===== src/rtl/shift_pkg.sv =====
`default_nettype none
// ============================================================================
// Module      : shift_pkg
// Description : Shared op/state encodings and width default for the
//               multi-cycle shift sequencer.
// Revision    : 1.0 - initial release
// ============================================================================
package shift_pkg;

    typedef enum logic [1:0] {
        SLL = 2'b00,
        SRL = 2'b01,
        SRA = 2'b11
    } shift_op_t;

    typedef enum logic [1:0] {
        IDLE  = 2'b00,
        SHIFT = 2'b01,
        DONE  = 2'b10
    } shift_state_t;

    localparam int SHIFT_WIDTH_DEFAULT = 32;

endpackage : shift_pkg
`default_nettype wire


===== src/rtl/shift_step.sv =====
`default_nettype none
// ============================================================================
// Module      : shift_step
// Description : Combinational one-bit shift step. Right shifts exist only
//               when SHIFT_RIGHT_EN is defined.
// Revision    : 1.0 - initial release
// ============================================================================
module shift_step
    import shift_pkg::*;
#(
    parameter int WIDTH = SHIFT_WIDTH_DEFAULT
) (
    input  logic [WIDTH-1:0] i_data,
    input  logic [1:0]       i_op,
    output logic [WIDTH-1:0] o_data
);

`ifdef SHIFT_RIGHT_EN
    // Reserved encoding 2'b10 falls through to the left shift.
    always_comb begin
        o_data = i_data << 1;
        case (i_op)
            SRL:     o_data = {1'b0, i_data[WIDTH-1:1]};
            SRA:     o_data = {i_data[WIDTH-1], i_data[WIDTH-1:1]};
            default: o_data = i_data << 1;
        endcase
    end
`else
    logic w_op_unused;
    assign w_op_unused = ^i_op;
    assign o_data      = i_data << 1;
`endif

endmodule : shift_step
`default_nettype wire


===== src/rtl/shift_sequencer.sv =====
`default_nettype none
// ============================================================================
// Module      : shift_sequencer
// Description : Multi-cycle variable-amount shifter, one bit per cycle, with
//               valid/ready on both sides. Macro: SHIFT_RIGHT_EN.
// Revision    : 1.0 - initial release
// ============================================================================
module shift_sequencer
    import shift_pkg::*;
#(
    parameter int WIDTH   = SHIFT_WIDTH_DEFAULT,
    parameter int SHAMT_W = 5
) (
    input  logic               clk,
    input  logic               rst,
    input  logic               in_valid,
    output logic               in_ready,
    input  logic [WIDTH-1:0]   in_data,
    input  logic [SHAMT_W-1:0] in_shamt,
    input  logic [1:0]         in_op,
    output logic               out_valid,
    input  logic               out_ready,
    output logic [WIDTH-1:0]   out_data,
    output logic               busy
);

    shift_state_t       r_state_q, w_state_d;
    logic [WIDTH-1:0]   r_data_q,  w_data_d;
    logic [SHAMT_W-1:0] r_count_q, w_count_d;
    logic [1:0]         w_step_op;
    logic [WIDTH-1:0]   w_step_data;
    logic               w_accept;

    assign w_accept = (r_state_q == IDLE) && in_valid;

`ifdef SHIFT_RIGHT_EN
    logic [1:0] r_op_q, w_op_d;

    always_comb begin
        w_op_d = r_op_q;
        if (w_accept) begin
            w_op_d = in_op;
        end
    end

    always_ff @(posedge clk) begin
        if (rst) begin
            r_op_q <= SLL;
        end else begin
            r_op_q <= w_op_d;
        end
    end

    assign w_step_op = r_op_q;
`else
    logic w_in_op_unused;
    assign w_in_op_unused = ^in_op;
    assign w_step_op      = SLL;
`endif

    shift_step #(
        .WIDTH (WIDTH)
    ) u_step (
        .i_data (r_data_q),
        .i_op   (w_step_op),
        .o_data (w_step_data)
    );

    always_comb begin
        w_state_d = r_state_q;
        w_data_d  = r_data_q;
        w_count_d = r_count_q;
        case (r_state_q)
            IDLE: begin
                if (in_valid) begin
                    w_data_d  = in_data;
                    w_count_d = in_shamt;
                    w_state_d = SHIFT;
                end
            end
            SHIFT: begin
                // The count==0 cycle is the extra edge that hands off to DONE.
                if (r_count_q == '0) begin
                    w_state_d = DONE;
                end else begin
                    w_data_d  = w_step_data;
                    w_count_d = r_count_q - SHAMT_W'(1);
                end
            end
            DONE: begin
                if (out_ready) begin
                    w_state_d = IDLE;
                end
            end
            default: w_state_d = IDLE;
        endcase
    end

    always_ff @(posedge clk) begin
        if (rst) begin
            r_state_q <= IDLE;
            r_data_q  <= '0;
            r_count_q <= '0;
        end else begin
            r_state_q <= w_state_d;
            r_data_q  <= w_data_d;
            r_count_q <= w_count_d;
        end
    end

    assign in_ready  = (r_state_q == IDLE);
    assign out_valid = (r_state_q == DONE);
    assign busy      = (r_state_q == SHIFT) || (r_state_q == DONE);
    assign out_data  = r_data_q;

endmodule : shift_sequencer
`default_nettype wire


===== config.mk =====
export PLATFORM = sky130hd
export DESIGN_NAME = shift_sequencer
export DESIGN_NICKNAME = d
export VERILOG_FILES = /design/src/rtl/shift_pkg.sv /design/src/rtl/shift_step.sv /design/src/rtl/shift_sequencer.sv
export SDC_FILE = /design/constraint.sdc
export NUM_CORES = 1
export LEC_CHECK = 0
export CAP_MARGIN = 25
export CORE_MARGIN = 1
export CORE_UTILIZATION = 46
export CTS_CLUSTER_DIAMETER = 100
export DETAILED_ROUTE_END_ITERATION = 8
export PLACE_DENSITY = 0.85
export SETUP_SLACK_MARGIN = 0.05
export SLEW_MARGIN = 10
export SYNTH_ARGS = -nofsm -noshare
export SYNTH_HDL_FRONTEND = slang
export SYNTH_SLANG_ARGS = --single-unit

===== constraint.sdc =====
create_clock -name clk -period 2.22 [get_ports clk]
set_clock_uncertainty 0.2 [all_clocks]
set_input_delay 0.555 -clock clk [delete_from_list [all_inputs] [get_ports clk]]
set_output_delay 0.555 -clock clk [all_outputs]
set_load 0.03 [all_outputs]

==> results of run 1 <==
cell type report:
| type | count | share of cell area |
|---|---|---|
| well taps | 67 | 0.0261 |
| flip-flops and latches | 39 | 0.243 |
| repair buffers | 87 | 0.279 |
| clock inverters | 1 | 0.00156 |
| clock buffers | 7 | 0.0238 |
| inverters | 32 | 0.0374 |
| multi-input cells | 143 | 0.389 |
per-layer routing:
metal	wire length (um)	share of wire
met1	2410	0.47
met2	2450	0.48
met3	225	0.044
met4	58	0.011
met5	0	0
worst reg2reg max path: stages, from the launching register on:
cell,delay [ps]
dfxtp_1,370
inv_1,100
ha_1,210
buf_4,160
mux2i_4,210
buf_12,170
a2111oi_0,430
a31o_2,160
kinds of logic after synthesis:
logic type	after synthesis	synth area share
compound gates	77	0.260
buf+inv	57	0.111
simple gates	26	0.0860
flops	39	0.344
fa+ha+maj	5	0.0276
mux	34	0.167
xor+xnor	1	0.00386
registers in the layout, summed over array words and instances, names as in the netlist:
signal     flops
out_data      32
r_count_q      5
r_state_q      2
cell usage in the layout (no fill, tap or decap), types with 4 or more instances in the layout:
master            n
nand2b_1          6
clkdlybuf4s50_1  72
dfxtp_1          39
buf_12            5
a211oi_1         54
inv_1            32
clkbuf_8          5
ha_1              4
mux2i_1           5
buf_4             7
mux2_2           28
path summary, 6_finish.rpt:
check	from	endpoint	slack (ps)
setup / recovery	out_data[2]	out_data[2]	130
hold / removal	out_data[31]	out_data[31]	270
setup reg to reg	r_state_q[0]	out_data[1]	170
hold reg to reg	out_data[31]	out_data[31]	270
per-stage QoR:
stage                     hold slack (ps)  power [uW]  utilization  area, sq um  cells
final                                 265        5060        0.680         3210    376
after global routing                  285        5380        0.680         3210    376
after CTS                             270        5090        0.680         3210    376
after detailed placement              260        4640        0.664         3140    368
after global placement                246        4580        0.664         3140    368
after floorplan                       266        3510            -         2270    239
cells in the mapped netlist, drive strengths merged (4+ instances only):
library cell	n
a211oi	55
dfxtp	39
inv	32
mux2	28
buf	15
clkbuf	10
mux2i	6
nand2b	6
ha	5
a2111oi	4
a31o	4
where the power goes:
part	internal [uW]	switching [uW]
clock network	221	236
logic	1530	1800
registers	1020	254
repair_timing:
item | in CTS | in global routing
endpoints found under the setup margin | 3 | 3
gates resized for setup | 3 | 4
pin swaps | 0 | 0
buffers inserted | 0 | 0
==> flow_metrics.env, run 1 <==
export IMPL_synth_top_area_frac=0.344
export IMPL_hold_depth=2
export IMPL_clk_latency_ps=280
export IMPL_fillCellCount=406
export IMPL_gp_congestion=0.734
export IMPL_critPathLaunchType="flip-flop"
export IMPL_maxCapViolations=0
export IMPL_overflow=0
export IMPL_dp_worst_setup_slack_ps=11.3
export IMPL_die_h_um=72.2
export IMPL_slew_violations=0
export IMPL_cts_tree="yes"
export IMPL_regArea_sq_um=781
export IMPL_io_buffers=75
export IMPL_worst_slew_pin_slew_ps=413
export IMPL_syn_area_per_cell_sq_um=9.49
export IMPL_grt_busiest_layer="met2"
export IMPL_power_density_mw_per_mm2=1570
export IMPL_cp_top_family="buffers and inverters"
export IMPL_via_per_inst=5.46
export IMPL_rows=25
export IMPL_end_kind="primary output"
export IMPL_ios=78
export IMPL_postSynthCellCount=239
export IMPL_outcome="completed"
export IMPL_antenna_found_initial=0
export IMPL_yosysSeqAreaShare=0.344
export IMPL_nets=356
export IMPL_required_ps=1460
export IMPL_fmax_mhz=478
export IMPL_dp_hpwl_um=3520
export IMPL_synth_top_cells_by_area="dfxtp_1, a211oi_1, mux2_2, inv_1, ha_1"
export IMPL_drt_iter0_drc=81
export IMPL_firstDrtPassIters=4
export IMPL_maxSlewHeadroom=0.718
export IMPL_numCtsBuffers=5
export IMPL_crit_type="reg2out"
export IMPL_vias=2052
export IMPL_dieWidth_um=72.2
export IMPL_worstPathCellList="clkdlybuf4s50_1"
export IMPL_grt_first_pass_wirelength_um=8400
export IMPL_core_sq_mm=0.00472
export IMPL_rsz0062_at_grt="no"
export IMPL_path_buf_inv=1
export IMPL_ant_nets=0
export IMPL_grt_max_degree=50
export IMPL_max_vdd_ir_drop_uv=854
export IMPL_floorplan_initialDensity=0.480
export IMPL_wl_per_cell_um=13.7
export IMPL_use_met2=0.363
export IMPL_synth_top_cell_by_area="dfxtp_1"
export IMPL_antennaDiodeCount=0
export IMPL_synth_lib_cells_used_distinct=41
export IMPL_setup_tns_ps=0
export IMPL_finalCritPeriodShare=0.943
export IMPL_syn_to_final_growth_pct=41.6
export IMPL_grt_util_all_layers=0.201
export IMPL_gr_usage_met3=0.0403
export IMPL_hold_buffers=0
export IMPL_syn_area_sq_mm=0.00227
export IMPL_syn_nets=287
export IMPL_drive_gt1_frac=0.188
export IMPL_cts_root_buf="clkbuf_8"
export IMPL_clock_path_buffers=2
export IMPL_synth_async_reset_ratio=0
export IMPL_finalHoldViolCount=0
export IMPL_htreeDepth=2
export IMPL_period_needed_ps=2090
export IMPL_reg2reg_depth=7
export IMPL_clk_pin_slew_ps=70
export IMPL_grt_pass1_vias=1974
export IMPL_max_stage_delay_ps=680
export IMPL_synth_warning_count=0
export IMPL_path_max_fanout=3
export IMPL_setup_ws_ps=127
export IMPL_synth_enable_flop_cells=0
export IMPL_total_leakage_power_uw=0.00116
export IMPL_cts_sinks=39
export IMPL_synth_seq_cells=39
export IMPL_use_met1=0.234
export IMPL_drc=0
export IMPL_arrival_ps=1340
export IMPL_die_area_sq_mm=0.00522
export IMPL_routed_wl_um=5150
export IMPL_slowest_stage="clkdlybuf4s50_1"
export IMPL_min_path_type="reg2reg"
export IMPL_synth_ff_type="dfxtp_1"
export IMPL_crit_cells=1
export IMPL_setup_violations=0
export IMPL_multi_input_area_sq_mm=0.00125
Note: power is estimated with default switching activity, not from simulation.
==> inputs of run 2 (changes only) <==
--- a/config.mk
+++ b/config.mk
@@ -10,6 +10,7 @@
 export CORE_UTILIZATION = 46
 export CTS_CLUSTER_DIAMETER = 100
 export DETAILED_ROUTE_END_ITERATION = 8
+export MAX_ROUTING_LAYER = met4
 export PLACE_DENSITY = 0.85
 export SETUP_SLACK_MARGIN = 0.05
 export SLEW_MARGIN = 10
==> run 2 against run 1 <==
Net effect: register-to-register slack is essentially flat; first-iteration DRC count grew 7.4%; die area is the same; critical path depth is the same; core utilization is the same; design area is the same; highest routed layer unchanged; via count shrank 0.15%; largest cell class unchanged; largest power group unchanged; total power is essentially flat.
==> flow_metrics.env, run 2 (synthesized netlist as in run 1, its figures left out) <==
export IMPL_worstPathCellList="clkdlybuf4s50_1"
export IMPL_end_kind="primary output"
export IMPL_maxCapViolations=0
export IMPL_crit_type="reg2out"
export IMPL_dp_worst_setup_slack_ps=11.3
export IMPL_slowest_stage="clkdlybuf4s50_1"
export IMPL_setup_tns_ps=0
export IMPL_finalCritPeriodShare=0.943
export IMPL_drc=0
export IMPL_power_share_sequential=0.252
export IMPL_wl_per_cell_um=13.7
export IMPL_mostFrequentLayoutCells="clkdlybuf4s50_1, a211oi_1, dfxtp_1, inv_1, mux2_2"
export IMPL_core_sq_mm=0.00472
export IMPL_cts_setup_buffers=0
export IMPL_min_path_type="reg2reg"
export IMPL_setup_violations=0
export IMPL_dieWidth_um=72.2
export IMPL_clock_path_buffers=2
export IMPL_path_max_fanout=3
export IMPL_routed_wl_um=5160
export IMPL_p_switching_uw=2290
export IMPL_cts_sinks=39
export IMPL_grt_max_degree=50
export IMPL_setup_ws_ps=127
export IMPL_clkPwrFrac=0.090
export IMPL_syn_to_final_growth_pct=41.6
export IMPL_rsz0062_at_grt="no"
export IMPL_largest_reg_flops=32
export IMPL_ant_nets=0
export IMPL_gp_congestion=0.743
export IMPL_io_buffers=75
export IMPL_p_sw_frac=0.452
export IMPL_overflow=0
export IMPL_fmax_mhz=478
export IMPL_critPathLaunchType="flip-flop"
export IMPL_dp_hpwl_um=3520
export IMPL_final_common_cell="clkdlybuf4s50_1"
export IMPL_ios=78
export IMPL_drive_gt1_frac=0.188
export IMPL_fin_cells=376
export IMPL_via_per_inst=5.45
export IMPL_total_leakage_power_uw=0.00116
export IMPL_placedCellCount=368
export IMPL_intPower_uw=2770
export IMPL_antennaDiodeCount=0
export IMPL_max_stage_delay_ps=680
export IMPL_slew_violations=0
export IMPL_grt_util_all_layers=0.207
export IMPL_nets=356
export IMPL_grt_first_pass_wirelength_um=8420
export IMPL_drt_iter0_drc=87
export IMPL_arrival_ps=1340
export IMPL_cp_top_family="buffers and inverters"
export IMPL_vias=2049
export IMPL_antenna_found_initial=0
export IMPL_clk_pin_slew_ps=70
export IMPL_period_needed_ps=2090
export IMPL_outcome="completed"
export IMPL_required_ps=1460
export IMPL_holdWs_ps=266
export IMPL_htreeDepth=2
export IMPL_finalHoldViolCount=0
export IMPL_final_util=0.680
export IMPL_cts_tree="yes"
export IMPL_grt_pass1_vias=1972
export IMPL_maxSlewHeadroom=0.718
export IMPL_firstDrtPassIters=4
export IMPL_worst_slew_pin_slew_ps=413
export IMPL_cts_root_buf="clkbuf_8"
export IMPL_floorplan_initialDensity=0.480
export IMPL_die_h_um=72.2
export IMPL_path_buf_inv=1
export IMPL_numCtsBuffers=5
export IMPL_die_area_sq_mm=0.00522
export IMPL_pwr_share_comb=0.658
export IMPL_fillCellCount=406
export IMPL_max_vdd_ir_drop_uv=854
export IMPL_power_density_mw_per_mm2=1570
export IMPL_clk_latency_ps=280
export IMPL_rows=25
-- run 2: power by group through the flow --
stage               Clock (uW)  Combinational [uW]  Sequential (uW)
finish                     457                3330             1270
global route               502                3560             1320
CTS                        471                3340             1280
detailed placement           0                3350             1290
global placement             0                3300             1270
floorplan                    0                1760             1750
-- run 2: area by class of cell --
| cell class | instances | area [sq um] | share of cell area |
|---|---|---|---|
| multi-input cells | 143 | 1250 | 0.389 |
| flip-flops and latches | 39 | 781 | 0.243 |
| well taps | 67 | 83.8 | 0.0261 |
| clock inverters | 1 | 5.00 | 0.00156 |
| repair buffers | 87 | 896 | 0.279 |
| clock buffers | 7 | 76.3 | 0.0238 |
| inverters | 32 | 120 | 0.0374 |
-- run 2: stage by stage --
| step | total power, uW | area [sq um] |
|---|---|---|
| 2_1_floorplan | 3510 | 2270 |
| 3_3_place_gp | 4580 | 3140 |
| 3_5_place_dp | 4640 | 3140 |
| 4_1_cts | 5090 | 3210 |
| 5_1_grt | 5380 | 3210 |
| 6_report | 5060 | 3210 |
-- run 2: worst paths after layout --
| kind | start | to | slack [ps] | cells after the start |
|---|---|---|---|---|
| hold / removal | out_data[31] | out_data[31] | 270 | 2 |
| hold reg to reg | out_data[31] | out_data[31] | 270 | 2 |
| setup / recovery | out_data[2] | out_data[2] | 130 | 1 |
| setup reg to reg | r_state_q[0] | out_data[1] | 170 | 7 |
-- run 2: layer usage --
metal  routed length (um)  GRT usage  vias up
met4                   58     0.0697        0
li1                     -          -     1016
met5                    0          -        -
met3                  220     0.0389        9
met1                 2430      0.235      965
met2                 2450      0.363       59
-- run 2: timing repair --
item                                   4_1_cts  5_1_grt
gates cloned                                 0        0
gates resized for setup                      3        4
setup endpoints to repair                    3        3
endpoints found under the hold margin        0        0
hold buffers                                 0        0
==> inputs of run 3 (changes only) <==
--- a/config.mk
+++ b/config.mk
@@ -7,11 +7,12 @@
 export LEC_CHECK = 0
 export CAP_MARGIN = 25
 export CORE_MARGIN = 1
-export CORE_UTILIZATION = 46
+export CORE_UTILIZATION = 47
+export CTS_BUF_LIST = sky130_fd_sc_hd__clkbuf_2
 export CTS_CLUSTER_DIAMETER = 100
 export DETAILED_ROUTE_END_ITERATION = 8
 export MAX_ROUTING_LAYER = met4
-export PLACE_DENSITY = 0.85
+export PLACE_DENSITY = 0.87
 export SETUP_SLACK_MARGIN = 0.05
 export SLEW_MARGIN = 10
 export SYNTH_ARGS = -nofsm -noshare
==> run 3 against run 2 <==
Net effect: register-to-register slack about the same; die area down 2.1%; setup slack better by 13 ps; critical path type unchanged; largest power group unchanged.
==> flow_metrics.env, run 3 (synthesized netlist as in run 1, its figures left out) <==
export IMPL_outcome="completed"
export IMPL_crit_type="reg2out"
export IMPL_path_max_fanout=4
export IMPL_r2r_end="out_data[18]"
export IMPL_largest_reg_flops=32
export IMPL_die_area_sq_mm=0.00511
export IMPL_core_sq_mm=0.00450
export IMPL_grt_max_degree=55
export IMPL_antennaDiodeCount=0
export IMPL_rows=24
export IMPL_vias=2020
export IMPL_ios=78
export IMPL_htreeDepth=2
export IMPL_antenna_found_initial=0
export IMPL_overflow=0
export IMPL_hold_depth=2
export IMPL_finalHoldViolCount=0
export IMPL_required_ps=1460
export IMPL_end_kind="primary output"
export IMPL_clk_pin_slew_ps=190
export IMPL_clk_latency_ps=380
export IMPL_drt_iter0_drc=132
export IMPL_cp_top_family="buffers and inverters"
export IMPL_final_common_cell="a211oi_1"
export IMPL_nets=357
export IMPL_cts_sinks=39
export IMPL_hold_start="out_data[26]"
export IMPL_dieWidth_um=71.5
export IMPL_path_buf_inv=2
export IMPL_final_util=0.688
export IMPL_finalCritPeriodShare=0.937
export IMPL_via_per_inst=5.58
export IMPL_slowest_stage="dfxtp_1"
export IMPL_cts_root_buf="clkbuf_2"
export IMPL_worst_slew_pin_slew_ps=391
export IMPL_worstPathCellList="inv_1 -> ha_1 -> clkdlybuf4s15_2"
export IMPL_power_density_mw_per_mm2=1510
export IMPL_drive_gt1_frac=0.197
export IMPL_dp_hpwl_um=3620
export IMPL_period_needed_ps=2080
export IMPL_slew_violations=0
export IMPL_setup_violations=0
export IMPL_reg2reg_depth=7
export IMPL_gp_congestion=0.756
export IMPL_die_h_um=71.5
export IMPL_place_area_sq_mm=0.00310
export IMPL_drc=0
export IMPL_max_stage_delay_ps=360
export IMPL_max_vdd_ir_drop_uv=750
export IMPL_grt_first_pass_wirelength_um=8630
export IMPL_syn_to_final_growth_pct=36.5
export IMPL_io_buffers=75
export IMPL_timing_rr_start="r_state_q[1]"
export IMPL_arrival_ps=1330
export IMPL_crit_cells=3
export IMPL_rrSetupSlack_ps=180
export IMPL_ant_nets=0
export IMPL_post_route_cell_area_sq_mm=0.00310
export IMPL_total_leakage_power_uw=0.00125
export IMPL_grt_pass1_vias=1903
export IMPL_maxSlewHeadroom=0.733
export IMPL_cts_setup_buffers=0
export IMPL_rsz0062_at_grt="no"
export IMPL_routed_wl_um=5200
export IMPL_min_path_type="reg2reg"
export IMPL_floorplan_initialDensity=0.504
export IMPL_critPathLaunchType="flip-flop"
export IMPL_grt_util_all_layers=0.216
export IMPL_min_to="out_data[26]"
export IMPL_cts_tree="yes"
export IMPL_numCtsBuffers=5
export IMPL_fmax_mhz=481
export IMPL_wl_per_cell_um=14.4
export IMPL_mostFrequentLayoutCells="a211oi_1, clkdlybuf4s50_1, dfxtp_1, inv_1, dlygate4sd2_1"
export IMPL_firstDrtPassIters=4
export IMPL_clock_path_buffers=2
export IMPL_maxCapViolations=0
run 3: changes by cell type in the layout (fill, tap and decap cells not counted), moves of 2 or more:
cell	change
clkdlybuf4s50_1	-32
buf_4	+3
clkinv_1	+2
clkbuf_1	-2
dlygate4sd2_1	+30
clkbuf_8	-5
clkdlybuf4s15_2	+2
buf_12	-2
clkbuf_2	+5
run 3: worst reg2reg max path: stages, from the launching register on:
cell	delay (ps)
dfxtp_1	380
inv_1	90
ha_1	200
buf_4	160
mux2i_4	210
a21o_1	250
buf_4	220
a211oi_1	270
run 3: area by class of cell:
| class | count | area, sq um |
|---|---|---|
| inverters | 32 | 120 |
| fillers | 389 | 1410 |
| flip-flops and latches | 39 | 782 |
| clock buffers | 6 | 30.0 |
| multi-input cells | 143 | 1250 |
| well taps | 52 | 65.1 |
| repair buffers | 88 | 843 |
| clock inverters | 2 | 7.51 |
run 3: worst max path at each step:
stage | end | startpoint
final | in_ready | r_state_q[1]
after global routing | in_ready | r_state_q[1]
after CTS | busy | r_state_q[0]
after detailed placement | out_data[18] | in_valid
after global placement | r_count_q[1] | in_valid
after floorplan | r_count_q[1] | r_state_q[0]
run 3: what timing repair did:
| action | CTS | global route |
|---|---|---|
| hold buffers | 0 | 0 |
| endpoints found under the hold margin | 0 | 0 |
| resized for setup | 41 | 4 |
| setup endpoints to repair | 35 | 8 |
run 3: power breakdown:
part | internal (uW) | switching, uW
Clock | 76.0 | 229
Combinational | 1310 | 1790
Sequential | 1020 | 243
Total | 2400 | 2260
run 3: metal layers:
metal	up-vias	part of all wire	track usage	wire, um
met5	-	0	-	0
met2	62	0.46	0.363	2390
met4	0	0.014	0.0675	71
met1	929	0.48	0.265	2480
li1	1022	-	-	-
met3	7	0.052	0.0366	268
run 3: stage by stage:
stage	worst slack (ps)	power, uW	hold WS, ps	instances	setup TNS [ps]
floorplan	124	3510	266	239	0
global placement	19.9	4510	249	354	0
detailed placement	-39.2	4580	257	354	-49.2
CTS	0.345	4690	281	362	0
global route	58.8	4980	297	362	0
finish	140	4660	277	362	0
